## src/rtl/matrix_accelerator_pkg.sv

```systemverilog
// rtl/matrix_accelerator_pkg.sv - shared lane-count constants, routing types and slice-select helper
package matrix_accelerator_pkg;

  localparam int KERNELSIZE      = 3;
  localparam int inputPortCount  = KERNELSIZE;
  localparam int outputPortCount = KERNELSIZE;
  localparam int addressLength   = 2;

  typedef logic [addressLength-1:0] slice_idx_t;

  typedef enum logic {
    ROUTE_BROADCAST = 1'b0,
    ROUTE_DIRECT    = 1'b1
  } route_mode_e;

  typedef enum logic {
    LANE_IDLE = 1'b0,
    LANE_BUSY = 1'b1
  } lane_state_e;

  // Broadcast indices past the last slice fall back to slice 0.
  function automatic slice_idx_t route_slice(input logic direct, input slice_idx_t addr,
                                             input slice_idx_t lane);
    if (route_mode_e'(direct) == ROUTE_DIRECT) return lane;
    if (addr >= slice_idx_t'(inputPortCount)) return '0;
    return addr;
  endfunction

endpackage

```

## src/rtl/matrix_accelerator_mac_lane.sv

```systemverilog
// rtl/matrix_accelerator_mac_lane.sv - one lane: iterative shift-add multiplier, product register, accumulator
module mac_lane
  import matrix_accelerator_pkg::*;
#(
  parameter int DATA_WIDTH = 32
) (
  input  logic                    clk,
  input  logic                    rst,
  input  logic                    start,
  input  logic                    add,
  input  logic [DATA_WIDTH-1:0]   multiplier,
  input  logic [DATA_WIDTH-1:0]   multiplicand,
  output logic                    ready,
  output logic [2*DATA_WIDTH-1:0] accumulator
);

  localparam int PW    = 2 * DATA_WIDTH;
  localparam int CNT_W = $clog2(DATA_WIDTH + 1);

  lane_state_e       state;
  logic [DATA_WIDTH-1:0] mplier;
  logic [PW-1:0]     mcand;
  logic [PW-1:0]     partial;
  logic [PW-1:0]     product;
  logic [CNT_W-1:0]  cnt;

  // DATA_WIDTH partial-product steps, then one edge to publish: DATA_WIDTH+1 edges total.
  always_ff @(posedge clk or posedge rst) begin
    if (rst) begin
      state       <= LANE_IDLE;
      mplier      <= '0;
      mcand       <= '0;
      partial     <= '0;
      product     <= '0;
      cnt         <= '0;
      ready       <= 1'b0;
      accumulator <= '0;
    end else begin
      ready <= 1'b0;
      if (add) accumulator <= accumulator + product;
      case (state)
        LANE_IDLE: begin
          if (start) begin
            state   <= LANE_BUSY;
            mplier  <= multiplier;
            mcand   <= {{DATA_WIDTH{1'b0}}, multiplicand};
            partial <= '0;
            cnt     <= '0;
          end
        end
        LANE_BUSY: begin
          if (cnt == CNT_W'(DATA_WIDTH)) begin
            product <= partial;
            ready   <= 1'b1;
            state   <= LANE_IDLE;
          end else begin
            if (mplier[0]) partial <= partial + mcand;
            mcand  <= mcand << 1;
            mplier <= mplier >> 1;
            cnt    <= cnt + 1'b1;
          end
        end
        default: state <= LANE_IDLE;
      endcase
    end
  end

endmodule

```

## src/rtl/matrix_accelerator.sv

```systemverilog
// rtl/matrix_accelerator.sv - three-lane multiply/accumulate array with operand routing and final reduction
module matrix_accelerator
  import matrix_accelerator_pkg::*;
#(
  parameter int DATA_WIDTH = 32
) (
  input  logic                                Clk,
  input  logic                                Rst,
  input  logic [inputPortCount*DATA_WIDTH-1:0] multiplier_input,
  input  logic [inputPortCount*DATA_WIDTH-1:0] multiplicand_input,
  input  logic [addressLength-1:0]            AddressSelect,
  input  logic [inputPortCount-1:0]           mStart,
  output logic [KERNELSIZE-1:0]               mReady,
  input  logic                                direct,
  input  logic [outputPortCount-1:0]          Add,
  input  logic                                finalAdd,
  output logic [2*DATA_WIDTH-1:0]             finalAccumulate,
  output logic                                finalReady
);

  localparam int PW = 2 * DATA_WIDTH;

  logic [DATA_WIDTH-1:0] mplier_slice [inputPortCount];
  logic [PW-1:0]         lane_acc     [KERNELSIZE];
  logic [PW-1:0]         acc_sum;

  for (genvar s = 0; s < inputPortCount; s++) begin : g_slice
    assign mplier_slice[s] = multiplier_input[s*DATA_WIDTH +: DATA_WIDTH];
  end

  for (genvar i = 0; i < KERNELSIZE; i++) begin : g_lane
    slice_idx_t sel;
    assign sel = route_slice(direct, AddressSelect, slice_idx_t'(i));

    mac_lane #(
      .DATA_WIDTH (DATA_WIDTH)
    ) u_lane (
      .clk          (Clk),
      .rst          (Rst),
      .start        (mStart[i]),
      .add          (Add[i]),
      .multiplier   (mplier_slice[sel]),
      .multiplicand (multiplicand_input[i*DATA_WIDTH +: DATA_WIDTH]),
      .ready        (mReady[i]),
      .accumulator  (lane_acc[i])
    );
  end

  always_comb begin
    acc_sum = '0;
    for (int i = 0; i < KERNELSIZE; i++) acc_sum = acc_sum + lane_acc[i];
  end

  // Sum is taken from registered accumulators, so a same-edge Add is not yet included.
  always_ff @(posedge Clk or posedge Rst) begin
    if (Rst) begin
      finalAccumulate <= '0;
      finalReady      <= 1'b0;
    end else if (finalAdd) begin
      finalAccumulate <= acc_sum;
      finalReady      <= 1'b1;
    end else begin
      finalReady      <= 1'b0;
    end
  end

endmodule

```

## config.mk

```make
export PLATFORM = sky130hd
export DESIGN_NAME = matrix_accelerator
export DESIGN_NICKNAME = d
export VERILOG_FILES = /design/src/rtl/matrix_accelerator_pkg.sv /design/src/rtl/matrix_accelerator_mac_lane.sv /design/src/rtl/matrix_accelerator.sv
export SDC_FILE = /design/constraint.sdc
export NUM_CORES = 2
export LEC_CHECK = 0
export ABC_AREA = 1
export BUFFER_PORTS_ARGS = -buffer_cell sky130_fd_sc_hd__buf_4
export CAP_MARGIN = 10
export CORE_MARGIN = 3
export CORE_UTILIZATION = 45
export DETAILED_ROUTE_END_ITERATION = 16
export SYNTH_ARGS = -nofsm -noshare
export SYNTH_HDL_FRONTEND = slang
export SYNTH_SLANG_ARGS = --single-unit
```

## constraint.sdc

```tcl
create_clock -name Clk -period 55.9 [get_ports Clk]
set_input_delay 8.385 -clock Clk [delete_from_list [all_inputs] [get_ports Clk]]
set_output_delay 8.385 -clock Clk [all_outputs]
set_load 0.01 [all_outputs]
```

==> flow_metrics.py <==
metrics = {
    "sta": {
        "hold_ws_ps": 477,
        "clock.fmax_mhz": 76.0,
        "tightest_slew_ps": 1250,
        "tns_ps": 0,
        "clock_skew_ps": 47.1,
        "final.period_utilization": 0.236,
        "min_period_ps": 13160,
        "final-setup-viol-count": 0,
        "slew_headroom": 0.169,
        "slew_viol_final": 0,
        "hold_viol_final": 0,
        "rsz0062_at_grt": "no",
    },
    "status": {
        "status": "completed",
    },
    "clocking": {
        "cts_buffers": 113,
        "h-tree-depth": 3,
        "cts.sinks": 953,
        "clkSlewWorstSetupHoldPaths_ps": 60,
        "cts_setup_buffers": 0,
        "ctsHoldBuffers": 0,
        "cts_buffer_depth": 3,
        "clkLatencyLatePin_ps": 790,
        "ctsResizeCount": 0,
        "cts_root_buffer": "clkbuf_16",
        "cts_tree": "built",
    },
    "setup_path": {
        "r2r_slack_ps": 51870,
        "reg2reg_depth": 8,
        "worstPathMaxFanout": 107,
        "cp-endpoint": "g_lane[1].u_lane.product[23]",
        "criticalPathCategory": "in2async",
        "cp-end-kind": "asynchronous set/reset pin",
        "crit_arrival_ps": 14000,
        "reg2reg_from": "g_lane[2].u_lane.state",
        "r2r-end": "g_lane[2].u_lane.partial[49]",
        "crit_path_start_kind": "input port",
        "cp-startpoint": "Rst",
        "required_ps": 56730,
    },
    "cells_and_area": {
        "final_layout_size_suffix_gt1_frac": 0.0456,
        "nFillCells": 18100,
        "nets": 13600,
        "area_growth_pct": 10.5,
    },
    "yosys": {
        "synth_top_area_cell": "dfrtp_1",
        "synth_top_area_frac": 0.305,
        "ys_seq_area_frac": 0.305,
        "synth.cell_area_mm2": 0.0781,
        "synth_top_flop_cell": "dfrtp_1",
        "yosysWarnings": 0,
        "syn_avg_cell_area_um2": 6.13,
        "yosys-top-cells-area": "dfrtp_1, nand2_1, inv_1",
        "syn-num-nets": 13500,
        "async_flop_share": 1.00,
        "ys_seq_elements": 953,
        "synthCells": 12700,
        "synth_edf_count": 0,
        "ys_types": 48,
    },
    "die": {
        "rows": 152,
        "die_h_um": 423,
        "initial_core_util": 0.454,
        "core_area_mm2": 0.172,
        "io_pins": 272,
        "die_area_mm2": 0.179,
        "chipWidth_um": 423,
    },
    "power": {
        "p_per_area_mw_per_mm2": 64.0,
        "max-vdd-ir-drop_v": 0.0000322,
        "power_leakage_nw": 49.8,
    },
    "grt": {
        "overflow": 0,
        "antenna_found_initial": 2,
        "grt_max_degree": 141,
        "grt_use_total": 0.332,
        "grt_pass1_wl_um": 455000,
        "grt_pass1_vias": 73300,
    },
    "routing": {
        "ant_nets": 0,
        "vias_per_cell": 5.22,
        "firstDrtPassIters": 6,
        "routed_wl_um": 303000,
        "vias": 79900,
        "wl_per_cell_um": 19.8,
        "initialDrtViolationCount": 7706,
        "drcViolationCount": 0,
    },
    "place": {
        "io_buffers": 271,
        "dp_hpwl_um": 248000,
        "gp_congestion": 0.979,
    },
    "flow_run": {
        "max-cap-violations": 0,
    },
    "min_path": {
        "hold-path-cell-count": 2,
        "hold_class": "reg2reg",
    },
}
## through the flow
stage	setup WS [ps]	area, um2	util	total power, mW	instances
2_1_floorplan	20710	78100	-	3.47	12700
3_3_place_gp	41860	82300	0.478	4.61	15100
3_5_place_dp	41750	82300	0.478	4.65	15100
4_1_cts	42600	86300	0.502	5.48	15300
5_1_grt	41990	86300	0.502	6.00	15300
6_report	42740	86300	0.502	5.52	15300
## cells in the final DEF (no fill, tap or decap), types with 55 or more instances in the layout
cell type / count
ha_1: 446
xnor2_1: 119
nand3_1: 493
nand2_1: 5323
nor3_1: 88
inv_1: 2234
clkbuf_16: 116
o21ai_0: 560
nand4_1: 64
dfrtp_1: 951
a21oi_1: 573
a31oi_1: 105
buf_4: 314
o211ai_1: 55
fa_1: 70
nand3b_1: 123
nor2_1: 944
o22ai_1: 115
## cell families (layout without fill, tap and decap cells)
logic type / count (synthesis) / after routing / share of synthesized area
flip-flops: 953 / 953 / 0.305
AND/OR/NAND/NOR: 7102 / 7102 / 0.361
buffers and inverters: 2513 / 2779 / 0.123
AO/OA/AOI/OAI: 1528 / 1528 / 0.106
multiplexers: 1 / 1 / 0.000128
other: 0 / 1 / 0
XOR/XNOR: 132 / 132 / 0.0148
adder cells (fa/ha/maj): 516 / 516 / 0.0893
## registers in the layout, summed over array words and instances, names as in the netlist
signal	flops
finalAccumulate	64
finalReady	1
g_lane.u_lane.accumulator	192
g_lane.u_lane.cnt	18
g_lane.u_lane.mcand	192
g_lane.u_lane.mplier	96
g_lane.u_lane.partial	192
g_lane.u_lane.product	192
g_lane.u_lane.ready	3
g_lane.u_lane.state	3
## how the worst min path moves through the flow
stage                                              end  slack [ps]                         start
after floorplan           g_lane[0].u_lane.product[33]         450  g_lane[0].u_lane.product[33]
after global placement              finalAccumulate[2]         460            finalAccumulate[2]
after detailed placement            finalAccumulate[2]         470            finalAccumulate[2]
after CTS                           finalAccumulate[2]         480            finalAccumulate[2]
after global routing               finalAccumulate[43]         510           finalAccumulate[43]
final                               finalAccumulate[1]         480            finalAccumulate[1]
## routing by layer
metal | wire length, um | global-route usage | vias up
li1 | - | - | 39700
met3 | 26000 | 0.0657 | 319
met4 | 8970 | 0.0884 | 2
met1 | 145000 | 0.502 | 37100
met2 | 122000 | 0.478 | 2763
met5 | 211 | 0 | -
## power by group
group | switching (mW) | total [mW] | internal (mW)
combinational | 2.22 | 3.31 | 1.09
sequential | 0.417 | 1.41 | 0.991
clock | 0.336 | 0.806 | 0.470
## worst max-delay path, stage by stage
cell and delay, ps:
buf_4 130, inv_8 480, buf_4 680, buf_4 680, buf_4 720, buf_4 880, buf_4 820, buf_4 730
## cells in the mapped netlist, types with 3 or more instances
cell type / n
a21boi_0: 12
a21o_1: 5
a21oi_1: 574
a21oi_4: 3
a22o_1: 3
a31oi_1: 105
and2_1: 8
buf_1: 19
buf_2: 68
buf_4: 13
clkbuf_1: 154
dfrtp_1: 953
fa_1: 70
ha_1: 446
inv_1: 2237
inv_2: 14
nand2_1: 5324
nand2_2: 4
nand3_1: 494
nand3b_1: 123
nand4_1: 64
nor2_1: 944
nor2_4: 6
nor3_1: 88
nor3_2: 6
o211ai_1: 55
o21a_1: 17
o21ai_0: 560
o21ai_1: 35
o21bai_1: 33
o22ai_1: 115
o311ai_0: 3
o31ai_1: 5
or2_2: 35
xnor2_1: 119
xor2_1: 13
## final cells by class
cell class	count	area [um2]	share of cell area
Antenna cell	1	2.50	0.0000290
Clock buffer	150	3240	0.0375
Clock inverter	59	782	0.00906
Inverter	2255	8480	0.0982
Multi-Input combinational cell	9279	44700	0.518
Sequential cell	953	23900	0.276
Tap cell	2310	2890	0.0335
Timing Repair Buffer	315	2380	0.0275
No activity file was read; power rests on OpenSTA's default activity.
